`src/rtl/note_sequencer.sv`:
```
// note_sequencer: records up to 16 {note, octave} entries and plays them back.
// Each stored note sounds for NOTE_TICKS cycles and is followed by GAP_TICKS
// silent cycles. All state, counters and outputs are registered.
// Optional feature macro: LOOP_PLAYBACK_EN. When it is defined, playback wraps
// to entry 0 after the last gap and keeps running until play_stop or reset.
module note_sequencer #(
  parameter int unsigned NOTE_TICKS = 32'd12500000,
  parameter int unsigned GAP_TICKS  = 32'd2500000
) (
  input  logic       clk,
  input  logic       reset,
  input  logic       rec_valid,
  input  logic [3:0] rec_note,
  input  logic [1:0] rec_octave,
  input  logic       play_start,
  input  logic       play_stop,
  input  logic       clear,
  output logic [3:0] out_note,
  output logic [1:0] out_octave,
  output logic       out_valid,
  output logic [3:0] note_index,
  output logic [4:0] count,
  output logic       busy,
  output logic       done,
  output logic       full,
  output logic       empty
);

  typedef enum logic [1:0] {
    ST_IDLE = 2'd0,
    ST_PLAY = 2'd1,
    ST_GAP  = 2'd2
  } state_t;

  // Terminal timer values; the gap value is only used when GAP_TICKS > 0.
  localparam logic [31:0] NOTE_LAST = 32'(NOTE_TICKS - 32'd1);
  localparam logic [31:0] GAP_LAST  = (GAP_TICKS == 32'd0) ? 32'd0 : 32'(GAP_TICKS - 32'd1);
  localparam logic        GAP_SKIP  = (GAP_TICKS == 32'd0);

  state_t      r_state;
  logic [31:0] r_timer;
  logic [3:0]  r_note_index;
  logic [4:0]  r_count;
  logic [3:0]  r_out_note;
  logic [1:0]  r_out_octave;
  logic        r_out_valid;
  logic        r_busy;
  logic        r_done;
  logic        r_full;
  logic        r_empty;
  logic [5:0]  r_mem [16];

  logic        w_rec_ok;
  logic        w_start_ok;
  logic        w_adv;
  logic        w_last;
  logic [3:0]  w_next_idx;
  logic [5:0]  w_next_entry;
  logic [5:0]  w_first_entry;

  // Decode record/start acceptance and the end-of-note-slot condition.
  always_comb begin
    w_rec_ok      = 1'b0;
    w_start_ok    = 1'b0;
    w_adv         = 1'b0;
    w_last        = 1'b0;
    w_next_idx    = r_note_index + 4'd1;
    w_next_entry  = r_mem[w_next_idx];
    w_first_entry = r_mem[4'd0];
    if (r_state == ST_IDLE) begin
      w_rec_ok   = rec_valid && !clear && !r_full && !reset;
      w_start_ok = play_start && !play_stop && !clear && (r_count != 5'd0);
    end else begin
      w_rec_ok   = 1'b0;
      w_start_ok = 1'b0;
    end
    if (r_state == ST_PLAY) begin
      w_adv = GAP_SKIP && (r_timer == NOTE_LAST);
    end else if (r_state == ST_GAP) begin
      w_adv = (r_timer == GAP_LAST);
    end else begin
      w_adv = 1'b0;
    end
    w_last = (({1'b0, r_note_index} + 5'd1) >= r_count);
  end

  // Note buffer write port; contents survive reset and clear by design.
  always_ff @(posedge clk) begin
    if (w_rec_ok) begin
      r_mem[r_count[3:0]] <= {rec_note, rec_octave};
    end
  end

  // Main FSM: state, timer, count, flags and all registered outputs.
  always_ff @(posedge clk) begin
    if (reset) begin
      r_state      <= ST_IDLE;
      r_timer      <= 32'd0;
      r_note_index <= 4'd0;
      r_count      <= 5'd0;
      r_out_note   <= 4'd0;
      r_out_octave <= 2'd0;
      r_out_valid  <= 1'b0;
      r_busy       <= 1'b0;
      r_done       <= 1'b0;
      r_full       <= 1'b0;
      r_empty      <= 1'b1;
    end else if ((r_state != ST_IDLE) && play_stop) begin
      // Abort: return silently to IDLE, buffer and count untouched.
      r_state      <= ST_IDLE;
      r_timer      <= 32'd0;
      r_note_index <= 4'd0;
      r_out_note   <= 4'd0;
      r_out_octave <= 2'd0;
      r_out_valid  <= 1'b0;
      r_busy       <= 1'b0;
      r_done       <= 1'b0;
    end else if (w_adv) begin
      r_timer <= 32'd0;
      if (!w_last) begin
        r_state      <= ST_PLAY;
        r_note_index <= w_next_idx;
        r_out_note   <= w_next_entry[5:2];
        r_out_octave <= w_next_entry[1:0];
        r_out_valid  <= 1'b1;
        r_busy       <= 1'b1;
        r_done       <= 1'b0;
      end else begin
`ifdef LOOP_PLAYBACK_EN
        r_state      <= ST_PLAY;
        r_note_index <= 4'd0;
        r_out_note   <= w_first_entry[5:2];
        r_out_octave <= w_first_entry[1:0];
        r_out_valid  <= 1'b1;
        r_busy       <= 1'b1;
        r_done       <= 1'b1;
`else
        r_state      <= ST_IDLE;
        r_note_index <= 4'd0;
        r_out_note   <= 4'd0;
        r_out_octave <= 2'd0;
        r_out_valid  <= 1'b0;
        r_busy       <= 1'b0;
        r_done       <= 1'b1;
`endif
      end
    end else begin
      r_done <= 1'b0;
      case (r_state)
        ST_IDLE: begin
          if (clear) begin
            r_count <= 5'd0;
            r_full  <= 1'b0;
            r_empty <= 1'b1;
          end else if (w_rec_ok) begin
            r_count <= r_count + 5'd1;
            r_full  <= (r_count == 5'd15);
            r_empty <= 1'b0;
          end else begin
            r_count <= r_count;
          end
          if (w_start_ok) begin
            r_state      <= ST_PLAY;
            r_timer      <= 32'd0;
            r_note_index <= 4'd0;
            r_out_note   <= w_first_entry[5:2];
            r_out_octave <= w_first_entry[1:0];
            r_out_valid  <= 1'b1;
            r_busy       <= 1'b1;
          end else begin
            r_state <= ST_IDLE;
          end
        end
        ST_PLAY: begin
          if (r_timer == NOTE_LAST) begin
            r_state      <= ST_GAP;
            r_timer      <= 32'd0;
            r_out_note   <= 4'd0;
            r_out_octave <= 2'd0;
            r_out_valid  <= 1'b0;
          end else begin
            r_timer <= r_timer + 32'd1;
          end
        end
        ST_GAP: begin
          r_timer <= r_timer + 32'd1;
        end
        default: begin
          r_state      <= ST_IDLE;
          r_timer      <= 32'd0;
          r_note_index <= 4'd0;
          r_out_note   <= 4'd0;
          r_out_octave <= 2'd0;
          r_out_valid  <= 1'b0;
          r_busy       <= 1'b0;
        end
      endcase
    end
  end

  assign out_note   = r_out_note;
  assign out_octave = r_out_octave;
  assign out_valid  = r_out_valid;
  assign note_index = r_note_index;
  assign count      = r_count;
  assign busy       = r_busy;
  assign done       = r_done;
  assign full       = r_full;
  assign empty      = r_empty;

endmodule

```
`config.mk`:
```
export PLATFORM = sky130hd
export DESIGN_NAME = note_sequencer
export DESIGN_NICKNAME = d
export VERILOG_FILES = /design/src/rtl/note_sequencer.sv
export SDC_FILE = /design/constraint.sdc
export NUM_CORES = 1
export LEC_CHECK = 0
export CELL_PAD_IN_SITES_DETAIL_PLACEMENT = 0
export CELL_PAD_IN_SITES_GLOBAL_PLACEMENT = 1
export CORE_MARGIN = 5
export CORE_UTILIZATION = 55
export CTS_BUF_LIST = sky130_fd_sc_hd__clkbuf_8
export CTS_CLUSTER_SIZE = 25
export DETAILED_ROUTE_END_ITERATION = 10
export GPL_ROUTABILITY_DRIVEN = 0
export PLACE_DENSITY = 0.95
export SLEW_MARGIN = 20
export SYNTH_ARGS = -nofsm -noshare
export SYNTH_HDL_FRONTEND = slang
export SYNTH_SLANG_ARGS = --single-unit
```
`constraint.sdc`:
```
create_clock -name clk -period 4.9 [get_ports clk]
set_clock_uncertainty 0.1 [all_clocks]
set_input_delay 0.49 -clock clk [delete_from_list [all_inputs] [get_ports clk]]
set_output_delay 0.49 -clock clk [all_outputs]
set_load 0.03 [all_outputs]
```
==> results of run 1 <==
==> worst min-delay path, delay by kind of cell, from the launching register on <==
family	cells	cell delay, ns
flip-flops	1	0.34
AND/OR/NAND/NOR	1	0.06
AO/OA/AOI/OAI	1	0.05
==> area by class of cell <==
class / instances / area [um^2]
fillers: 961 / 4740
flip-flops and latches: 150 / 3960
multi-input cells: 341 / 2740
repair buffers: 36 / 348
clock buffers: 17 / 234
well taps: 172 / 215
clock inverters: 15 / 159
inverters: 19 / 71.3
==> metrics by stage <==
step,util,power (mW)
global placement,0.588,1.44
detailed placement,0.588,1.45
global route,0.620,2.45
floorplan,-,1.41
CTS,0.620,2.38
finish,0.620,2.37
==> cell usage in the layout, fill, tap and decap left out, types with 7 or more instances in the layout <==
cell,netlist,final
edfxtp_1,96,96
dfxtp_1,54,54
nor2_1,38,38
a21oi_1,38,38
clkdlybuf4s50_1,0,31
nand2_1,27,27
mux4_2,24,24
nand3_1,20,20
inv_1,19,19
clkbuf_8,0,17
ha_1,16,16
xnor2_1,14,14
nor3_1,14,14
o21ai_0,14,14
nor4_1,13,13
or4_1,13,13
nand4_1,13,13
o31ai_1,13,12
o211ai_1,10,10
a211oi_1,9,9
inv_8,0,7
==> kinds of logic after synthesis <==
kind of cell | Yosys count | synth area share
buffers and inverters | 46 | 0.0297
DFF | 150 | 0.574
adders and majority gates | 16 | 0.0290
xor gates and xnor gates | 20 | 0.0254
AOI/OAI and AO/OA | 101 | 0.0948
and+or+nand+nor | 174 | 0.146
muxes | 30 | 0.101
==> power groups by stage <==
stage	Combinational, mW	Clock, mW	Sequential (mW)
after detailed placement	0.0664	0	1.38
after global routing	0.0729	1.03	1.35
after CTS	0.0667	0.962	1.35
final	0.0668	0.952	1.35
after floorplan	0.0286	0	1.38
after global placement	0.0643	0	1.38
==> state kept, by name, indices dropped and copies added, names as in the netlist, 2 cells and up <==
name	count
r_mem	96
r_state	2
out_octave	2
count	5
out_note	4
note_index	4
r_timer	32
==> how the worst min path moves through the flow <==
stage / from / cells after the start / slack [ns] / end
CTS: r_timer[1] / 2 / 0.40 / r_timer[1]
floorplan: r_timer[31] / 2 / 0.35 / r_timer[31]
global placement: r_timer[1] / 2 / 0.37 / r_timer[1]
global route: r_timer[31] / 2 / 0.42 / r_timer[31]
detailed placement: r_timer[1] / 2 / 0.39 / r_timer[1]
finish: r_timer[1] / 2 / 0.40 / r_timer[1]
==> per-layer routing <==
layer	up-vias	share of wire	wire length (um)	track usage
met2	162	0.51	7880	0.365
met5	-	0	0	0
li1	2159	-	-	-
met4	0	0.0090	138	0.0637
met3	14	0.052	807	0.0395
met1	2320	0.43	6590	0.302
==> impl_metrics.json, run 1 <==
{
  "status": "finished, violations left",
  "violations": "DRC",
  "io_buffer_count": 31,
  "power_switching_mw": 0.574,
  "crit_slowest_cell": "o32ai_1",
  "crit_start": "r_state[0]",
  "clock_path_buffers": 2,
  "synthesis.nets": 565,
  "fmax_mhz": 327,
  "yosys.cell_count.top_type": "edfxtp_1",
  "worstPathCellList": "inv_1, ha_1, and4bb_2, nand4b_1, o32ai_1, a21oi_1, a211oi_1",
  "cts_setup_buffers": 0,
  "cp_top_family": "compound AO/OA/AOI/OAI gates",
  "setup_viol": 0,
  "comb_power_share": 0.028,
  "dieArea_mm2": 0.0149,
  "worst_slew_pin_slew_ns": 0.917,
  "finalNonFillerCells": 750,
  "seqPwrFrac": 0.570,
  "period_share": 0.624,
  "start_util": 0.554,
  "die_h_um": 122,
  "htree_levels": 4,
  "antenna_found_initial": 0,
  "vdd_drop_max_v": 0.000277,
  "startpoint_type": "flip-flop",
  "grt_pass1_vias": 4558,
  "viasPerCell": 6.21,
  "critical_path_class": "flip-flop to flip-flop",
  "first_iter_violations": 508,
  "crit_required_ns": 5.16,
  "dieWidth_um": 122,
  "fin_crit_ns": 3.06,
  "cts_tree": "yes",
  "numCtsBuffers": 17,
  "avgSynthCellArea_um2": 12.9,
  "cp_num_buf_inv": 1,
  "p_clk_frac": 0.402,
  "worst_hold_path_type": "flip-flop to flip-flop",
  "fin_area_mm2": 0.00773,
  "ant_nets": 0,
  "yosysTopAreaCell": "edfxtp_1",
  "clk_pin_slew_worst_paths_ns": 0.10,
  "ys_ff_latch": 150,
  "yosys_warnings": 0,
  "n_antenna_cell": 0,
  "synth.distinct_cells": 57,
  "whs_ns": 0.398,
  "placed_cells": 718,
  "wl_per_cell_um": 20.6,
  "critical_path_depth": 7,
  "leakage_nw": 2.34,
  "fin_nets": 593,
  "hpwlAfterDp_um": 10300,
  "regToRegSetupSlack_ns": 1.84,
  "grt_overflow_total": 0,
  "placed_area_mm2": 0.00733,
  "yosys.area.top_type_share": 0.418,
  "power_density_mw_per_mm2": 306,
  "switching_share": 0.243,
  "intPower_mw": 1.79,
  "clk_latency_ns": 0.46,
  "end_kind": "flip-flop",
  "synthToLayoutAreaGrowth_pct": 12.0,
  "clkSinkCount": 150,
  "wl_um": 15400,
  "relSlewSlack": 0.384,
  "ff2ff_path_depth": 7,
  "hold_buffers": 0,
  "ys.flop_type": "edfxtp_1",
  "num_io_pins": 32,
  "dr_total_vias": 4655,
  "yosys-top-cells-count": "edfxtp_1, dfxtp_1, a21oi_1, nor2_1, nand2_1",
  "root_buffer": "clkbuf_8",
  "final_max_slew_viol_count": 0,
  "hold_violations": 0,
  "ys_async_sr_fraction": 0,
  "drv_cap": 0,
  "rows": 41,
  "syn_inst": 537,
  "synth-edff-count": 96,
  "grt_max_degree": 33,
  "cts_resized": 0,
  "critPathMaxFanout": 9,
  "regToRegStartpoint": "r_state[0]",
  "tns_ns": 0,
  "r2r_end": "out_note[1]",
  "cp_slowest_stage_delay_ns": 0.94,
  "dr.pass1.iters": 8,
  "ys_top_cells_by_area": "edfxtp_1, dfxtp_1, mux4_2, ha_1, a21oi_1",
  "drc_errors": 2,
  "seq_area_frac_synth": 0.574,
  "crit_arrival_ns": 3.32,
  "grt_pass1_wl_um": 24700,
  "coreArea_mm2": 0.0125,
  "place_ws_ns": 1.69,
  "synth_area_mm2": 0.00690,
  "cp-endpoint": "out_note[1]",
  "rsz0062_at_grt": "false",
  "setup_slack_ns": 1.84,
  "layout-drive-gt1-share": 0.130,
  "grtUsageTotal": 0.221
}
(Power assumes the default switching activity.)
==> run 2, diff against run 1 <==
CORE_UTILIZATION = 47   (was 55)
PLACE_DENSITY = 0.91   (was 0.95)
clock period = 2.7 ns   (was 4.9 ns; I/O delays follow)
==> impl_metrics.json, run 2 (same netlist as run 1, synthesis figures left out) <==
{
  "status": "finished, final reports clean",
  "crit_required_ns": 2.90,
  "cp_num_buf_inv": 2,
  "hold_buffers": 0,
  "grt_max_degree": 33,
  "grt_pass1_vias": 4739,
  "n_antenna_cell": 0,
  "tns_ns": 0,
  "cp_top_family": "simple AND/OR/NAND/NOR gates",
  "viasPerCell": 6.12,
  "crit_arrival_ns": 2.76,
  "setup_viol": 0,
  "hpwlAfterDp_um": 11000,
  "end_kind": "flip-flop",
  "fin_nets": 625,
  "hold_violations": 0,
  "wl_um": 15900,
  "layout_common_cells": "edfxtp_1, dfxtp_1, nor2_1, a21oi_1, buf_4",
  "clock_path_buffers": 2,
  "hold_start": "r_timer[1]",
  "worst_slew_pin_slew_ns": 0.683,
  "cp_slowest_stage_delay_ns": 0.56,
  "worst_hold_path_type": "flip-flop to flip-flop",
  "dr.pass1.iters": 5,
  "wl_per_cell_um": 20.0,
  "crit_start": "r_state[0]",
  "startpoint_type": "flip-flop",
  "clkSinkCount": 150,
  "worstPathCellList": "inv_1, ha_1, and4bb_2, nand4b_1, buf_4, or3_1, a21oi_1, a211oi_1",
  "period_share": 0.950,
  "placed_area_mm2": 0.00761,
  "num_io_pins": 32,
  "clk_pin_slew_worst_paths_ns": 0.08,
  "layout_commonest_cell": "edfxtp_1",
  "coreArea_mm2": 0.0145,
  "utilization": 0.555,
  "synthToLayoutAreaGrowth_pct": 16.3,
  "regToRegStartpoint": "r_state[0]",
  "fillerInstances": 1148,
  "grt_overflow_total": 0,
  "largest_reg_flops": 96,
  "leakage_nw": 2.52,
  "htree_levels": 4,
  "multi_input_area_mm2": 0.00275,
  "critical_path_class": "flip-flop to flip-flop",
  "vdd_drop_max_v": 0.000545,
  "die_h_um": 131,
  "first_iter_violations": 424,
  "drv_cap": 0,
  "start_util": 0.477,
  "ff2ff_path_depth": 8,
  "antenna_found_initial": 0,
  "critical_path_depth": 8,
  "fmax_mhz": 390,
  "ant_nets": 0,
  "critPathMaxFanout": 11,
  "regArea_mm2": 0.00396,
  "final_max_slew_viol_count": 0,
  "root_buffer": "clkbuf_8",
  "io_buffer_count": 31,
  "fin_total_pwr_mw": 4.36,
  "crit_slowest_cell": "or3_1",
  "relSlewSlack": 0.543,
  "layout-drive-gt1-share": 0.177,
  "grtUsageTotal": 0.186,
  "dr_total_vias": 4855,
  "fin_area_mm2": 0.00803,
  "cts_tree": "yes",
  "dieWidth_um": 131,
  "drc_errors": 0,
  "holdPathStages": 2,
  "fin_crit_ns": 2.57,
  "dieArea_mm2": 0.0172,
  "grt_pass1_wl_um": 25500,
  "numCtsBuffers": 17,
  "power_density_mw_per_mm2": 543,
  "clk_latency_ns": 0.45,
  "rows": 44
}
==> run 2: cell types whose count changed in the layout (fill, tap and decap cells not counted), sizes merged <==
cell,delta
inv,-2
bufinv,+1
buf,+32
==> run 2: layer usage <==
layer,part of all wire,up-vias,global-route usage,routed length [um]
met3,0.062,19,0.0428,977
met5,0,-,0,0
met4,0.016,0,0.0508,251
met2,0.49,204,0.301,7710
met1,0.44,2399,0.254,6940
li1,-,2233,-,-
==> run 2: report_power, final <==
part | switching, mW | leakage, nW | total (mW) | internal [mW]
clock network | 0.932 | 0.196 | 1.78 | 0.844
logic | 0.0872 | 1.03 | 0.137 | 0.0499
registers | 0.00596 | 1.30 | 2.45 | 2.44
total | 1.02 | 2.52 | 4.36 | 3.34
==> run 2: final cells by class <==
type	instances	share of cell area
clock buffers	17	0.0291
clock inverters	14	0.0203
inverters	19	0.00888
multi-input cells	341	0.343
flip-flops and latches	150	0.494
well taps	184	0.0287
repair buffers	68	0.0768
==> run 2: worst paths after layout <==
check | slack, ns | endpoint
setup / recovery | 0.13 | out_note[1]
hold / removal | 0.39 | r_timer[1]
setup reg to reg | 0.13 | out_note[1]
hold reg to reg | 0.39 | r_timer[1]
==> run 2: worst reg2reg max path: stages, from the launching register on <==
cell and delay (ns):
dfxtp_1 0.35, inv_1 0.10, ha_1 0.32, and4bb_2 0.29
nand4b_1 0.13, buf_4 0.20, or3_1 0.56, a21oi_1 0.26
a211oi_1 0.11
==> run 2: repair_timing <==
action,4_1_cts,5_1_grt
endpoints found under the setup margin,0,11
setup buffers,0,1
resized for setup,0,3
hold endpoints to repair,0,0
==> run 2: stage by stage <==
step | instances | setup slack [ns] | hold slack [ns]
global placement | 761 | 0.224 | 0.370
floorplan | 537 | 0.0899 | 0.269
detailed placement | 761 | 0.0756 | 0.377
CTS | 792 | 0.0388 | 0.388
global route | 793 | -0.0194 | 0.427
finish | 793 | 0.135 | 0.386
==> run 3, diff against run 2 <==
PLACE_DENSITY = unset   (was 0.91)
PLACE_DENSITY_LB_ADDON = 0.1   (was unset)
SKIP_LAST_GASP = 1   (was unset)
==> impl_metrics.json, run 3 (same netlist as run 1, synthesis figures left out) <==
{
  "status": "finished, final reports clean",
  "fin_nets": 631,
  "htree_levels": 4,
  "fin_area_mm2": 0.00805,
  "grt_overflow_total": 0,
  "antenna_found_initial": 0,
  "fmax_mhz": 398,
  "final_max_slew_viol_count": 0,
  "clkSinkCount": 150,
  "leakage_nw": 2.55,
  "num_io_pins": 32,
  "synthToLayoutAreaGrowth_pct": 16.7,
  "die_h_um": 131,
  "relSlewSlack": 0.587,
  "startpoint_type": "flip-flop",
  "whs_ns": 0.383,
  "clock_path_buffers": 2,
  "regToRegSetupSlack_ns": 0.19,
  "tns_ns": 0,
  "clk_latency_ns": 0.44,
  "crit_required_ns": 2.94,
  "worst_hold_path_type": "flip-flop to flip-flop",
  "dr.pass1.iters": 5,
  "fin_crit_ns": 2.51,
  "setup_viol": 0,
  "critical_path_class": "flip-flop to flip-flop",
  "layout_common_cells": "edfxtp_1, dfxtp_1, buf_4, nor2_1, a21oi_1",
  "vdd_drop_max_v": 0.000447,
  "critPathMaxFanout": 8,
  "critPathMostFrequentCell": "buf_4",
  "rows": 44,
  "ant_nets": 0,
  "hold_violations": 0,
  "start_util": 0.477,
  "period_share": 0.930,
  "utilization": 0.556,
  "wl_um": 16100,
  "crit_arrival_ns": 2.75,
  "hpwlAfterDp_um": 11200,
  "hold_buffers": 0,
  "largest_reg_flops": 96,
  "ff2ff_path_depth": 8,
  "layout_commonest_cell": "edfxtp_1",
  "grtUsageTotal": 0.189,
  "dieArea_mm2": 0.0172,
  "holdPathStages": 2,
  "worst_slew_pin_slew_ns": 0.617,
  "place_ws_ns": 0.0540,
  "n_antenna_cell": 0,
  "worstPathCellList": "ha_1, nor4bb_1, nand3_1, buf_4, o31ai_2, buf_4, a21oi_1, a211oi_1",
  "numCtsBuffers": 17,
  "io_buffer_count": 31,
  "cts_tree": "yes",
  "drc_errors": 0,
  "root_buffer": "clkbuf_8",
  "dieWidth_um": 131,
  "viasPerCell": 5.87,
  "first_iter_violations": 410,
  "power_density_mw_per_mm2": 526,
  "wl_per_cell_um": 20.1,
  "layout-drive-gt1-share": 0.187,
  "grt_pass1_vias": 4566,
  "dr_total_vias": 4697,
  "setup_slack_ns": 0.188,
  "grt_pass1_wl_um": 25600,
  "drv_cap": 0,
  "grt_max_degree": 33,
  "end_kind": "flip-flop",
  "rsz0062_at_grt": "false",
  "placed_area_mm2": 0.00767,
  "clk_pin_slew_worst_paths_ns": 0.08,
  "crit_slowest_cell": "nor4bb_1",
  "cp_slowest_stage_delay_ns": 0.43,
  "coreArea_mm2": 0.0145
}
-- run 3: cell count changes in the layout (fill, tap and decap cells not counted), sizes merged --
cell	change
buf	+6
clkinv	+4
bufinv	-1
clkinvlp	-1
inv	-1
-- run 3: power breakdown --
part	internal, mW	switching (mW)	total, mW	leakage, nW
clock	0.748	0.898	1.65	0.189
combinational	0.0522	0.0878	0.140	1.06
sequential	2.44	0.00557	2.45	1.30
-- run 3: metrics by stage --
step           cells  power, mW
3_5_place_dp     767       2.64
4_1_cts          799       4.28
6_report         800       4.23
5_1_grt          800       4.40
3_3_place_gp     767       2.64
2_1_floorplan    537       2.56
-- run 3: layout make-up --
cell class              instances  area (um^2)
clock inverters                15          140
fillers                      1253         6420
well taps                     184          230
repair buffers                 74          671
flip-flops and latches        150         3970
clock buffers                  17          234
inverters                      19         71.3
multi-input cells             341         2740
-- run 3: worst max-delay path, delay by kind of cell (launching register included) --
kind            cells  cell delay (ns)
compound gates      3             0.71
flops               1             0.39
simple gates        2             0.59
buf+inv             2             0.41
fa+ha+maj           1             0.21
-- run 3: final timing paths --
check	from	to
hold / removal	r_timer[1]	r_timer[1]
setup reg to reg	r_timer[0]	out_note[3]
setup / recovery	r_timer[0]	out_note[3]
hold reg to reg	r_timer[1]	r_timer[1]
-- run 3: routing by layer --
layer,vias up,share of wire,GRT usage
met3,8,0.039,0.0424
met5,-,0,0
met2,98,0.50,0.314
met1,2351,0.45,0.254
li1,2240,-,-
met4,0,0.0076,0.0445
-- run 3: timing repair --
item / CTS / global route
setup endpoints to repair: 0 / 15
buffers inserted: 0 / 1
gates resized for setup: 0 / 2
